### src/rtl/fifo_rd_pack_16to32.sv
`timescale 1ns/1ps
// fifo_rd_pack_16to32
//   Pulls 16-bit halves from the read side of an async FIFO and packs
//   consecutive pairs into 32-bit beats on a valid/ready output.
//
//   Optional build macro: PACK_LAST_EN
//     defined   -> 16-bit beat counter, m_last marks beat PKT_WORDS-1 of
//                  each packet (counter wraps after it)
//     undefined -> no counter, m_last tied low
//
// Parameters
//   PKT_WORDS  beats per packet (1..65535), used only with PACK_LAST_EN
//   LOW_FIRST  1: first half read lands in m_data[15:0]
//              0: first half read lands in m_data[31:16]
//
// Ports
//   rd_clk         clock, all logic on its rising edge
//   rd_rst         asynchronous active-high reset
//   fifo_rd_en     read strobe to the FIFO (never asserted while empty)
//   fifo_rd_data   FIFO read data, valid the cycle after fifo_rd_en
//   fifo_rd_empty  FIFO empty flag
//   flush          drop any held half and any half returning now
//   m_data         packed output word
//   m_valid        m_data valid
//   m_ready        downstream accept
//   m_last         final beat of a packet
//   half_pending   one half held, waiting for its partner
module fifo_rd_pack_16to32 #(
    parameter int unsigned PKT_WORDS = 256,
    parameter int unsigned LOW_FIRST = 1
) (
    input  logic        rd_clk,
    input  logic        rd_rst,
    output logic        fifo_rd_en,
    input  logic [15:0] fifo_rd_data,
    input  logic        fifo_rd_empty,
    input  logic        flush,
    output logic [31:0] m_data,
    output logic        m_valid,
    input  logic        m_ready,
    output logic        m_last,
    output logic        half_pending
);

    // Halves held ahead of the output register: the half register
    // (oldest) and the skid half (its partner, while the output is busy).
    typedef enum logic [1:0] {
        HOLD_NONE = 2'd0,
        HOLD_ONE  = 2'd1,
        HOLD_PAIR = 2'd2
    } hold_t;

    hold_t       hold_q, hold_d;
    logic [15:0] half_q, half_d;
    logic [15:0] skid_q, skid_d;
    logic [31:0] data_q, data_d;
    logic        valid_q, valid_d;
    logic        inflight_q;
    logic [1:0]  arm_q;

    logic        cap;
    logic        out_free;
    logic        load;
    logic [15:0] second_h;
    logic [2:0]  occ;

    always_ff @(posedge rd_clk or posedge rd_rst) begin
        if (rd_rst) begin
            hold_q     <= HOLD_NONE;
            half_q     <= '0;
            skid_q     <= '0;
            data_q     <= '0;
            valid_q    <= 1'b0;
            inflight_q <= 1'b0;
            arm_q      <= '0;
        end else begin
            hold_q     <= hold_d;
            half_q     <= half_d;
            skid_q     <= skid_d;
            data_q     <= data_d;
            valid_q    <= valid_d;
            inflight_q <= fifo_rd_en;
            arm_q      <= {arm_q[0], 1'b1};
        end
    end

    always_comb begin
        hold_d   = hold_q;
        half_d   = half_q;
        skid_d   = skid_q;
        data_d   = data_q;
        valid_d  = valid_q && !m_ready;
        second_h = fifo_rd_data;
        load     = 1'b0;

        // inflight_q is cleared by reset, so a read issued before reset
        // never produces a capture afterwards.
        cap      = inflight_q && !flush;
        out_free = !valid_q || m_ready;

        if (flush) begin
            hold_d = HOLD_NONE;
        end else begin
            case (hold_q)
                HOLD_NONE: begin
                    if (cap) begin
                        half_d = fifo_rd_data;
                        hold_d = HOLD_ONE;
                    end
                end
                HOLD_ONE: begin
                    if (cap) begin
                        if (out_free) begin
                            load   = 1'b1;
                            hold_d = HOLD_NONE;
                        end else begin
                            skid_d = fifo_rd_data;
                            hold_d = HOLD_PAIR;
                        end
                    end
                end
                HOLD_PAIR: begin
                    // A capture here is only possible when the output frees
                    // up this edge; the read throttle guarantees that.
                    if (out_free) begin
                        load     = 1'b1;
                        second_h = skid_q;
                        if (cap) begin
                            half_d = fifo_rd_data;
                            hold_d = HOLD_ONE;
                        end else begin
                            hold_d = HOLD_NONE;
                        end
                    end
                end
                default: hold_d = HOLD_NONE;
            endcase
        end

        if (load) begin
            valid_d = 1'b1;
            data_d  = (LOW_FIRST != 0) ? {second_h, half_q} : {half_q, second_h};
        end
    end

    // Halves the block is committed to: held, in the output register, and
    // returning from last cycle's read. Storage is four halves in total, so a
    // new read is issued only if it still fits without any handshake.
    always_comb begin
        occ = 3'(hold_q) + {1'b0, valid_q, 1'b0} + {2'b00, inflight_q};
    end

    assign fifo_rd_en   = arm_q[1] && !fifo_rd_empty && !flush && (occ < 3'd4);
    assign m_data       = data_q;
    assign m_valid      = valid_q;
    assign half_pending = (hold_q == HOLD_ONE);

`ifdef PACK_LAST_EN
    localparam logic [15:0] LAST_IDX = 16'(PKT_WORDS - 1);

    logic [15:0] beat_q;

    always_ff @(posedge rd_clk or posedge rd_rst) begin
        if (rd_rst) begin
            beat_q <= '0;
        end else if (valid_q && m_ready) begin
            beat_q <= (beat_q == LAST_IDX) ? '0 : beat_q + 16'd1;
        end
    end

    assign m_last = valid_q && (beat_q == LAST_IDX);
`else
    // No packet framing in this build; legal PKT_WORDS values make this 0.
    assign m_last = (PKT_WORDS == 0);
`endif

endmodule

### config.mk
export PLATFORM = sky130hd
export DESIGN_NAME = fifo_rd_pack_16to32
export DESIGN_NICKNAME = d
export VERILOG_FILES = /design/src/rtl/fifo_rd_pack_16to32.sv
export SDC_FILE = /design/constraint.sdc
export NUM_CORES = 1
export LEC_CHECK = 0
export CORE_ASPECT_RATIO = 0.5
export CORE_MARGIN = 5
export CORE_UTILIZATION = 50
export CTS_BUF_LIST = sky130_fd_sc_hd__clkbuf_8
export CTS_CLUSTER_SIZE = 20
export DETAILED_ROUTE_END_ITERATION = 8
export PLACE_DENSITY = 0.82
export SYNTH_ARGS = -nofsm -noshare
export SYNTH_HDL_FRONTEND = slang
export SYNTH_SLANG_ARGS = --single-unit
export TNS_END_PERCENT = 30
### constraint.sdc
create_clock -name rd_clk -period 2.95 [get_ports rd_clk]
set_clock_uncertainty 0.1 [all_clocks]
set_input_delay 0.295 -clock rd_clk [delete_from_list [all_inputs] [get_ports rd_clk]]
set_output_delay 0.295 -clock rd_clk [all_outputs]
set_load 0.1 [all_outputs]
### Word level (Yosys, flattened, before mapping)

Index checks and enable logic that the tools add are counted.

| operators by class | value |
|---|---|
| magnitude comparators | 1 |
| bitwise operators | 1 |
| muxes and demuxes | 18 |
| equality and inequality tests | 6 |
| add/subtract/negate cells | 2 |
| reductions and logical operators | 15 |

Operator list:

| cell | number |
|---|---|
| $mux W16 | 5 |
| $pmux W16 S2 | 1 |
| $mux W2 | 5 |
| $reduce_and A3 Y1 | 3 |
| $ne A3 B3 Y1 const B | 2 |
| $pmux W2 S3 | 1 |
| $logic_and A1 B1 Y1 | 5 |
| $mux W1 | 5 |
| $logic_not A1 Y1 | 4 |
| $add A2 B2 Y3 | 1 |
| $add A3 B1 Y3 | 1 |
| $lt A3 B3 Y1 const B | 1 |
| $ne A3 B2 Y1 const B | 1 |
| $eq A2 B1 Y1 const B | 1 |
| $eq A2 B2 Y1 const B | 1 |
| $logic_not A2 Y1 | 1 |
| $ne A2 B2 Y1 const B | 1 |
| $pmux W1 S2 | 1 |
| $reduce_bool A2 Y1 | 1 |
| $logic_or A1 B1 Y1 | 1 |
| $not A1 Y1 | 1 |

| word-level totals | value |
|---|---|
| word-level logic and storage cells | 50 |
| register bits | 70 |

### Depth between registers and ports, before layout

Gate-level depths: netlist of run 1.

| depth | value |
|---|---|
| depth in word-level cells | 7 |
| depth in mapped cells | 8 |
| mapped depth without buffers | 6 |

### Worst setup path before layout of run 1

No wires, ideal clock.

| timing path | value |
|---|---|
| kind | register to register |
| from | register valid_q (netlist: m_valid) |
| to | register inflight_q |
| slack | -0.741 ns |
| data required time | 2.546 ns |
| data arrival time | 3.287 ns |
| stages on the path, launching flop included | 4 |
| library setup time | 0.304 ns |
| period minus slack after synthesis | 3.691 ns |
| cells stage by stage | dfrtp_1 ha_1 or4b_2 a31oi_1 |

| between the ends | value |
|---|---|
| word-level cells in the longest chain between the ends | 4 |

RTL lines:

| element | RTL line | source |
|---|---|---|
| from (decl) | 57 | `logic valid_q, valid_d;` |
| from (signal assigned) | 81 | `valid_q <= valid_d;` |
| $add A2 B2 Y3 | 150 | `occ = 3'(hold_q) + {1'b0, valid_q, 1'b0} + {2'b00, inflight_q};` |
| $add A3 B1 Y3 | 150 |  |
| $lt A3 B3 Y1 | 153 | `assign fifo_rd_en = arm_q[1] && !fifo_rd_empty && !flush && (occ < 3'd4);` |
| $logic_and A1 B1 Y1 | 153 |  |
| net fifo_rd_en | 34 | `output logic fifo_rd_en,` |
| to (signal assigned) | 82 | `inflight_q <= fifo_rd_en;` |
| to (decl) | 58 | `logic inflight_q;` |

The timed path passes the listed nets, and every way through them passes these cells.
A chain may end at the register's enable or synchronous reset.

### Worst setup path in the final report of run 1

| timing path | value |
|---|---|
| from | input port flush |
| to | output port fifo_rd_en |

| between the ends | value |
|---|---|
| word-level cells in the longest chain between the ends | 3 |

RTL lines:

| element | RTL line | source |
|---|---|---|
| from (decl) | 37 | `input logic flush,` |
| $logic_not A1 Y1 | 153 |  |
| $logic_and A1 B1 Y1 (2 in a row) | 153 |  |
| to (decl) | 34 |  |

Every way passes these cells.

==> impl_metrics.ini, run 1 <==
[status]
outcome = finished, final reports clean

[pwr]
p_sw_share_pct = 25.25
peakVddDrop_uv = 348.2
p_total_w = 0.002488
p_clk_share_pct = 42.0
p_int_w = 0.001860
p_per_area_nw_per_um2 = 660.7
leakage_nw = 1.827
p_seq_share_pct = 43.7
power_switching_w = 0.0006282
comb_power_share_pct = 14.3

[logic_synthesis]
synth_area_per_cell_um2 = 14.12
synth_cells = 208
synth.ff_latch_count = 70
synth_edf_count = 0
synthArstFlopShare_pct = 100.0
synth_cell_types = 29
synth_ff_type = dfrtp_1
ys_seq_area_share_pct = 59.65
synthesis.nets = 234
yosysWarnings = 0
synth.cell_area_um2 = 2937

[die]
die_w_um = 118.4
die_h_um = 64.19
pin_count = 57
rows = 19
core_area_um2 = 5587
die_area_um2 = 7599
start_util_pct = 52.56

[clocking]
cts_resized = 0
ctsHoldBuffers = 0
max-clock-path-buffers = 2
tritoncts = built
cts_root_buf = clkbuf_8
cts_setup_buffers = 0
htreeDepth = 3
clk_pin_slew_ps = 70
clock_latency_ps = 330
cts_buffers = 9
cts_sinks = 70

[global_routing]
grt_pass1_vias = 1970
grtUsageTotal_pct = 15.82
grt_max_degree = 29
grt-ovfl-total = 0
grt_pass1_wl_mm = 9.722
antenna_found_initial = 0

[setup_path]
critPathRequiredTime_ps = 2560
worstPathArrival_ps = 2040
cp-startpoint = flush
critPathLaunchType = primary input
critical_path_class = in -> out
crit_path_end_kind = output pin
critical_path.max_fanout = 7
reg2reg_slack_ps = 850
reg2reg_from = hold_q[1]

[layout]
final_common_cell = dfrtp_1
n_antenna_cell = 0
layout_common_cells = 70 x dfrtp_1, 48 x mux2_2, 42 x buf_4, 20 x clkdlybuf4s50_1, 18 x nand2_1
drive_above_1_share_pct = 41.52
n_fill_cell = 396
layout.nets = 298
area.growth.synth_to_final_pct = 28.25

[detailed_routing]
wl_per_cell_um = 15.74
drc = 0
viasPerCell = 5.194
ant_nets = 0
dr.pass1.iters = 4
wirelength_mm = 5.508
via_count = 1818
drtIter0Drc = 78

[sta]
fin_crit_ps = 2438
finalHoldViolCount = 0
drv_slew = 0
max-slew-margin-rel_pct = 63.24
rsz0062_at_grt = false
setup_violations = 0
worstMarginPinSlew_ps = 550.6
tns_ps = 0
max_freq_mhz = 410.2
finalCritPeriodShare_pct = 82.64

[placed_design]
place.gp.congestion = 0.7652
port_buffers = 55
hpwl_mm = 3.915

[worst_hold_path]
min_path_type = in -> async

[flow_run]
cap_violations = 0
[power by group through the flow]
| stage | Sequential [W] | Clock (W) | Combinational, W |
|---|---|---|---|
| 2_1_floorplan | 0.00122 | 0 | 0.000141 |
| 3_3_place_gp | 0.00110 | 0 | 0.000350 |
| 3_5_place_dp | 0.00111 | 0 | 0.000361 |
| 4_1_cts | 0.00109 | 0.00106 | 0.000361 |
| 5_1_grt | 0.00110 | 0.00111 | 0.000380 |
| 6_report | 0.00109 | 0.00104 | 0.000357 |
[cells in the mapped netlist (2+ instances only)]
cell type / n / area [um2]
o21ai_1: 10 / 50.05
nor2_1: 2 / 7.510
mux2_2: 48 / 540.5
mux2i_1: 17 / 170.2
nand2_1: 18 / 67.56
o21ai_0: 6 / 30.03
inv_1: 4 / 15.01
a21oi_1: 2 / 10.01
buf_4: 3 / 22.52
ha_1: 5 / 62.56
dfrtp_1: 70 / 1752
buf_6: 4 / 45.04
inv_2: 2 / 7.510
conb_1: 2 / 7.510
[path summary, 6_finish.rpt]
kind | to | cells past startpoint
worst min-delay path | half_q[5] | 2
worst min register to register | arm_q[1] | 0
worst max register to register | m_data[14] | 6
max in group asynchronous | m_data[13] | 3
min in group rd_clk | arm_q[1] | 0
worst max-delay path | fifo_rd_en | 4
[final cells by class]
type                       instances  area [um2]  area share (%)
clock buffer                      11       151.4           4.020
clock inverter                     5       128.9           3.422
inverter                           6       22.52          0.5980
multi-input combinational        122        1085           28.80
sequential                        70        1752           46.51
tap                               73       91.34           2.425
timing repair buffer              63       535.5           14.22
[state kept, by name, summed over array words and instances (netlist names)]
register    cells
m_data         32
half_q         16
skid_q         16
arm_q           2
hold_q          2
inflight_q      1
m_valid         1
[stage by stage]
stage / util [%] / cell area [um2] / setup slack [ps] / hold WS (ps) / instances
3_5_place_dp: 62.40 / 3486 / 526.9 / 264.3 / 334
5_1_grt: 67.41 / 3766 / 440.0 / 281.7 / 350
2_1_floorplan: - / 2952 / 180.6 / 231.2 / 208
6_report: 67.41 / 3766 / 512.0 / 229.7 / 350
4_1_cts: 67.41 / 3766 / 507.8 / 230.0 / 350
3_3_place_gp: 62.40 / 3486 / 563.2 / 232.3 / 334
[routing by layer]
metal,GRT usage [%],routed length [um],share of wire (%)
met3,5.286,223,4.0
met4,5.375,57,1.0
met2,27.10,2792,51
met5,0,0,0
met1,19.09,2436,44
[critical path, stage by stage]
cell and delay, ps:
clkdlybuf4s50_1 570, or4b_2 770, a31oi_4 210, buf_12 200
[cells by family (layout without fill, tap and decap cells)]
group	after synthesis	in the layout	share of synthesized area, %
adder cells (fa/ha/maj)	5	5	2.130
AND/OR/NAND/NOR	28	28	4.943
other	2	2	0.2557
buffers and inverters	16	85	3.919
flip-flops	70	70	59.65
AO/OA/AOI/OAI	22	22	4.900
multiplexers	65	65	24.20
(Power assumes the default switching activity.)
==> run 2: changes to the inputs <==
--- a/config.mk
+++ b/config.mk
@@ -7,11 +7,11 @@
 export LEC_CHECK = 0
 export CORE_ASPECT_RATIO = 0.5
 export CORE_MARGIN = 5
-export CORE_UTILIZATION = 50
+export CORE_UTILIZATION = 48
 export CTS_BUF_LIST = sky130_fd_sc_hd__clkbuf_8
 export CTS_CLUSTER_SIZE = 20
 export DETAILED_ROUTE_END_ITERATION = 8
-export PLACE_DENSITY = 0.82
+export PLACE_DENSITY = 0.83
 export SYNTH_ARGS = -nofsm -noshare
 export SYNTH_HDL_FRONTEND = slang
 export SYNTH_SLANG_ARGS = --single-unit
==> constraint.sdc (replaced) <==
create_clock -name rd_clk -period 2.2 [get_ports rd_clk]
set_clock_uncertainty 0.1 [all_clocks]
set_input_delay 0.22 -clock rd_clk [delete_from_list [all_inputs] [get_ports rd_clk]]
set_output_delay 0.22 -clock rd_clk [all_outputs]
set_load 0.1 [all_outputs]
==> run 2 against run 1 <==
Effect of this change:
- final cell count is 2.3% higher
- clock power is 9% lower
- combinational power is 40% higher
- global-route usage is 0.44 points higher
- flip-flop and latch count stayed put
- sequential power is 34% higher
- utilization is 4.4 points lower
- die area is 3.7% higher
- routed wire length is 4.1% higher
- setup slack worse by 450 ps
- critical path type is now reg -> out
==> impl_metrics.ini, run 2 (same netlist as run 1, synthesis figures left out) <==
[status]
outcome = finished, final reports clean

[pwr]
peakVddDrop_uv = 401.6
p_per_area_nw_per_um2 = 767.2
p_sw_share_pct = 28.29
p_int_w = 0.002084
leakage_nw = 1.824
comb_power_share_pct = 17.2
p_seq_share_pct = 50.2
power_switching_w = 0.0008220
p_clk_share_pct = 32.7

[die]
die_h_um = 65.31
die_area_um2 = 7877
start_util_pct = 48.90
pin_count = 57
core_area_um2 = 6006
rows = 20
die_w_um = 120.6

[layout]
layout.nets = 302
n_fill_cell = 447
n_antenna_cell = 0
final_common_cell = dfrtp_1
largest_reg_flops = 32
final_area_um2 = 3787
drive_above_1_share_pct = 42.70
layout_common_cells = 68 x dfrtp_1, 48 x mux2_2, 41 x buf_4, 20 x clkdlybuf4s50_1, 18 x nand2_1
area.growth.synth_to_final_pct = 28.97

[clocking]
cts_root_buf = clkbuf_8
clk_pin_slew_ps = 70
tritoncts = built
htreeDepth = 3
clock_latency_ps = 330
max-clock-path-buffers = 2
ctsHoldBuffers = 0
cts_buffers = 9
cts_sinks = 70

[global_routing]
grtUsageMet1_pct = 18.49
antenna_found_initial = 0
grtUsageTotal_pct = 16.26
grt-ovfl-total = 0
grt_pass1_vias = 2076
grt_most_used_layer = met2
grt_max_degree = 71
grtUsageMet3_pct = 4.557
grt_pass1_wl_mm = 10.08
grt_util_met2_pct = 29.46

[setup_path]
critical_path_class = reg -> out
critPathLaunchType = flop
cp-endpoint = fifo_rd_en
reg2reg_slack_ps = 160
critPathRequiredTime_ps = 1880
worst_r2r_path_depth = 6
critical_path.max_fanout = 4
worstPathArrival_ps = 1820
cp-startpoint = hold_q[1]
crit_buf_inv = 1
reg2reg_from = hold_q[0]
r2r-end = half_q[11]
crit_path_end_kind = output pin
cp_top_family = simple AND/OR/NAND/NOR gates
cp.depth = 4
slowest_delay_ps = 480
crit_chain = ha_4 -> or4b_4 -> a31oi_4 -> buf_12
crit_slowest_cell = or4b_4

[detailed_routing]
drc = 0
via_count = 1825
wirelength_mm = 5.735
viasPerCell = 5.098
ant_nets = 0
dr.pass1.iters = 5
drtIter0Drc = 86
wl_per_cell_um = 16.02

[sta]
finalHoldViolCount = 0
finalCritPeriodShare_pct = 97.18
timing.hold.ws_ps = 176.2
max_freq_mhz = 467.7
setup_violations = 0
fin_crit_ps = 2138
rsz0062_at_grt = false
drv_slew = 0

[worst_hold_path]
min_path_type = in -> async

[placed_design]
port_buffers = 55
place.gp.congestion = 0.7336
placed_area_um2 = 3588
hpwl_mm = 4.051

[flow_run]
cap_violations = 0
run 2: how the worst min path moves through the flow:
stage	startpoint	to	slack (ps)	cells after the start
after floorplan	flush	hold_q[1]	180	1
after global placement	arm_q[0]	arm_q[1]	230	0
after detailed placement	arm_q[0]	arm_q[1]	250	0
after CTS	rd_rst	m_data[17]	200	3
after global routing	rd_rst	m_data[24]	210	3
final	rd_rst	m_data[24]	180	3
run 2: stage by stage:
stage | utilization, % | cells | setup WS, ps | TNS (ps) | power [W]
final | 63.06 | 358 | 62.04 | 0 | 0.002906
after CTS | 62.79 | 356 | 13.11 | 0 | 0.002941
after global placement | 59.75 | 340 | 205.1 | 0 | 0.001959
after detailed placement | 59.75 | 340 | 142.6 | 0 | 0.001986
after floorplan | - | 208 | -69.13 | -155.2 | 0.001824
after global routing | 63.06 | 358 | 2.878 | 0 | 0.003048
run 2: timing repair:
action,4_1_cts,5_1_grt
gates resized for setup,0,1
setup endpoints to repair,0,1
buffers inserted,0,2
run 2: power by group through the flow:
stage / Combinational, W / Sequential [W] / Clock [W]
after floorplan: 0.000191 / 0.00163 / 0
after global placement: 0.000486 / 0.00147 / 0
after detailed placement: 0.000504 / 0.00148 / 0
after CTS: 0.000505 / 0.00146 / 0.000978
after global routing: 0.000528 / 0.00148 / 0.00104
final: 0.000499 / 0.00146 / 0.000949
run 2: final cells by class:
type,count,area (um2),share of cell area (%)
clock buffer,9,123.9,3.271
clock inverter,7,58.81,1.553
inverter,6,22.52,0.5946
multi-input combinational,122,1104,29.14
sequential,70,1754,46.32
tap,77,96.34,2.544
timing repair buffer,67,628.1,16.58
run 2: layer usage:
layer | part of all wire [%] | wire [um]
met1 | 41 | 2340
met2 | 54 | 3109
met3 | 3.2 | 184
met4 | 1.7 | 100
met5 | 0 | 0
run 2: worst min-delay path, cell delays in order:
cell             delay, ps
clkdlybuf4s50_1        410
inv_2                   70
buf_12                 300
==> run 3: changes to the inputs <==
--- a/config.mk
+++ b/config.mk
@@ -11,7 +11,10 @@
 export CTS_BUF_LIST = sky130_fd_sc_hd__clkbuf_8
 export CTS_CLUSTER_SIZE = 20
 export DETAILED_ROUTE_END_ITERATION = 8
+export HOLD_SLACK_MARGIN = 0.06
 export PLACE_DENSITY = 0.83
+export REMOVE_ABC_BUFFERS = 1
+export SKIP_LAST_GASP = 1
 export SYNTH_ARGS = -nofsm -noshare
 export SYNTH_HDL_FRONTEND = slang
 export SYNTH_SLANG_ARGS = --single-unit
==> run 3 against run 2 <==
Effect of this change:
- global-route usage rose by 0.35 points
- via count rose by 1.0%
- critical path depth rose by 2
- critical endpoint is now half_q[7]
==> impl_metrics.ini, run 3 (same netlist as run 1, synthesis figures left out) <==
[status]
outcome = finished, final reports clean

[global_routing]
grtUsageTotal_pct = 16.61
antenna_found_initial = 0
grt-ovfl-total = 0
grt_pass1_vias = 2117
grt_max_degree = 44
grt_pass1_wl_mm = 10.13

[layout]
n_antenna_cell = 0
final_cells = 360
final_area_um2 = 3791
layout_common_cells = 70 x dfrtp_1, 48 x mux2_2, 43 x buf_4, 20 x clkdlybuf4s50_1, 18 x nand2_1
fin_util_pct = 63.13
regArea_um2 = 1752
area.growth.synth_to_final_pct = 29.10
largest_reg_flops = 32
final_common_cell = dfrtp_1
multi_input_area_um2 = 1091
n_fill_cell = 433
drive_above_1_share_pct = 42.76
layout.nets = 304

[sta]
worstMarginPinSlew_ps = 570.3
setup_violations = 0
finalHoldViolCount = 0
drv_slew = 0
finalCritPeriodShare_pct = 96.54
max_freq_mhz = 470.8
fin_crit_ps = 2124
max-slew-margin-rel_pct = 61.92
rsz0062_at_grt = true
timing.hold.ws_ps = 166.9
setup_slack_ps = 76.11

[placed_design]
hpwl_mm = 4.016
place.gp.congestion = 0.8361
port_buffers = 55
placed_cells = 342
placed_area_um2 = 3568
post-place-ws_ps = -23.04

[detailed_routing]
drtIter0Drc = 53
dr.pass1.iters = 6
wirelength_mm = 5.915
viasPerCell = 5.122
wl_per_cell_um = 16.43
ant_nets = 0
drc = 0
via_count = 1844

[pwr]
p_per_area_nw_per_um2 = 763.7
peakVddDrop_uv = 376.6
leakage_nw = 1.838

[clocking]
cts_root_buf = clkbuf_8
tritoncts = built
ctsHoldBuffers = 0
max-clock-path-buffers = 2
cts_sinks = 70
cts_buffers = 9
clock_latency_ps = 330
htreeDepth = 3
clk_pin_slew_ps = 70

[setup_path]
critical_path_class = reg -> reg
critical_path.max_fanout = 16
slowest_delay_ps = 450
crit_slowest_cell = dfrtp_1
critPathRequiredTime_ps = 2310
worstPathArrival_ps = 2240
critPathLaunchType = flop
crit_path_end_kind = flop
crit_chain = inv_1 -> ha_1 -> inv_2 -> o2111ai_2 -> buf_4 -> mux2_2

[die]
rows = 20
die_w_um = 120.6
start_util_pct = 48.90
die_area_um2 = 7877
pin_count = 57
core_area_um2 = 6006
die_h_um = 65.31

[flow_run]
cap_violations = 0

[worst_hold_path]
min_path_type = in -> async
[run 3: final timing paths]
path / startpoint / slack, ps / depth (start not counted) / to
max: hold_q[0] / 80 / 6 / half_q[7]
min: rd_rst / 170 / 2 / skid_q[1]
max reg2reg: hold_q[0] / 80 / 6 / half_q[7]
min reg2reg: arm_q[0] / 250 / 0 / arm_q[1]
max in group asynchronous: rd_rst / 1300 / 3 / half_q[6]
min in group rd_clk: arm_q[0] / 250 / 0 / arm_q[1]
[run 3: cell type report]
class	count	area share [%]
clock buffers	12	4.356
flip-flops and latches	70	46.20
well taps	77	2.541
multi-input cells	122	28.78
inverters	6	0.5941
clock inverters	4	0.5611
repair buffers	69	16.96
[run 3: layer usage]
metal	vias up	share of wire (%)	track usage [%]
met3	11	3.1	4.987
met2	34	54	30.23
met1	933	41	18.85
met5	-	0	0
li1	866	-	-
met4	0	1.5	5.791
[run 3: per-stage QoR]
stage               power [W]  setup TNS, ps
finish               0.002895              0
global route         0.003026         -6.066
CTS                  0.002928              0
detailed placement   0.001987         -23.04
global placement     0.001958              0
floorplan            0.001817         -29030
[run 3: report_power, final]
part | switching, W | internal [W] | leakage (nW) | total, W
sequential | 0.0000618 | 0.00140 | 0.940 | 0.00146
combinational | 0.000322 | 0.000182 | 0.799 | 0.000504
clock | 0.000438 | 0.000493 | 0.0996 | 0.000931
total | 0.000822 | 0.00207 | 1.84 | 0.00290
[run 3: critical path: cells and delay by family, from the launching register on]
family | cells | cell delay, ps
flip-flops | 1 | 450
multiplexers | 1 | 380
adder cells (fa/ha/maj) | 1 | 280
buffers and inverters | 3 | 580
AO/OA/AOI/OAI | 1 | 210
[run 3: what timing repair did]
item,4_1_cts,5_1_grt
buffers inserted,2,0
gates resized for setup,3,1
endpoints found under the setup margin,1,2
cloned,0,0
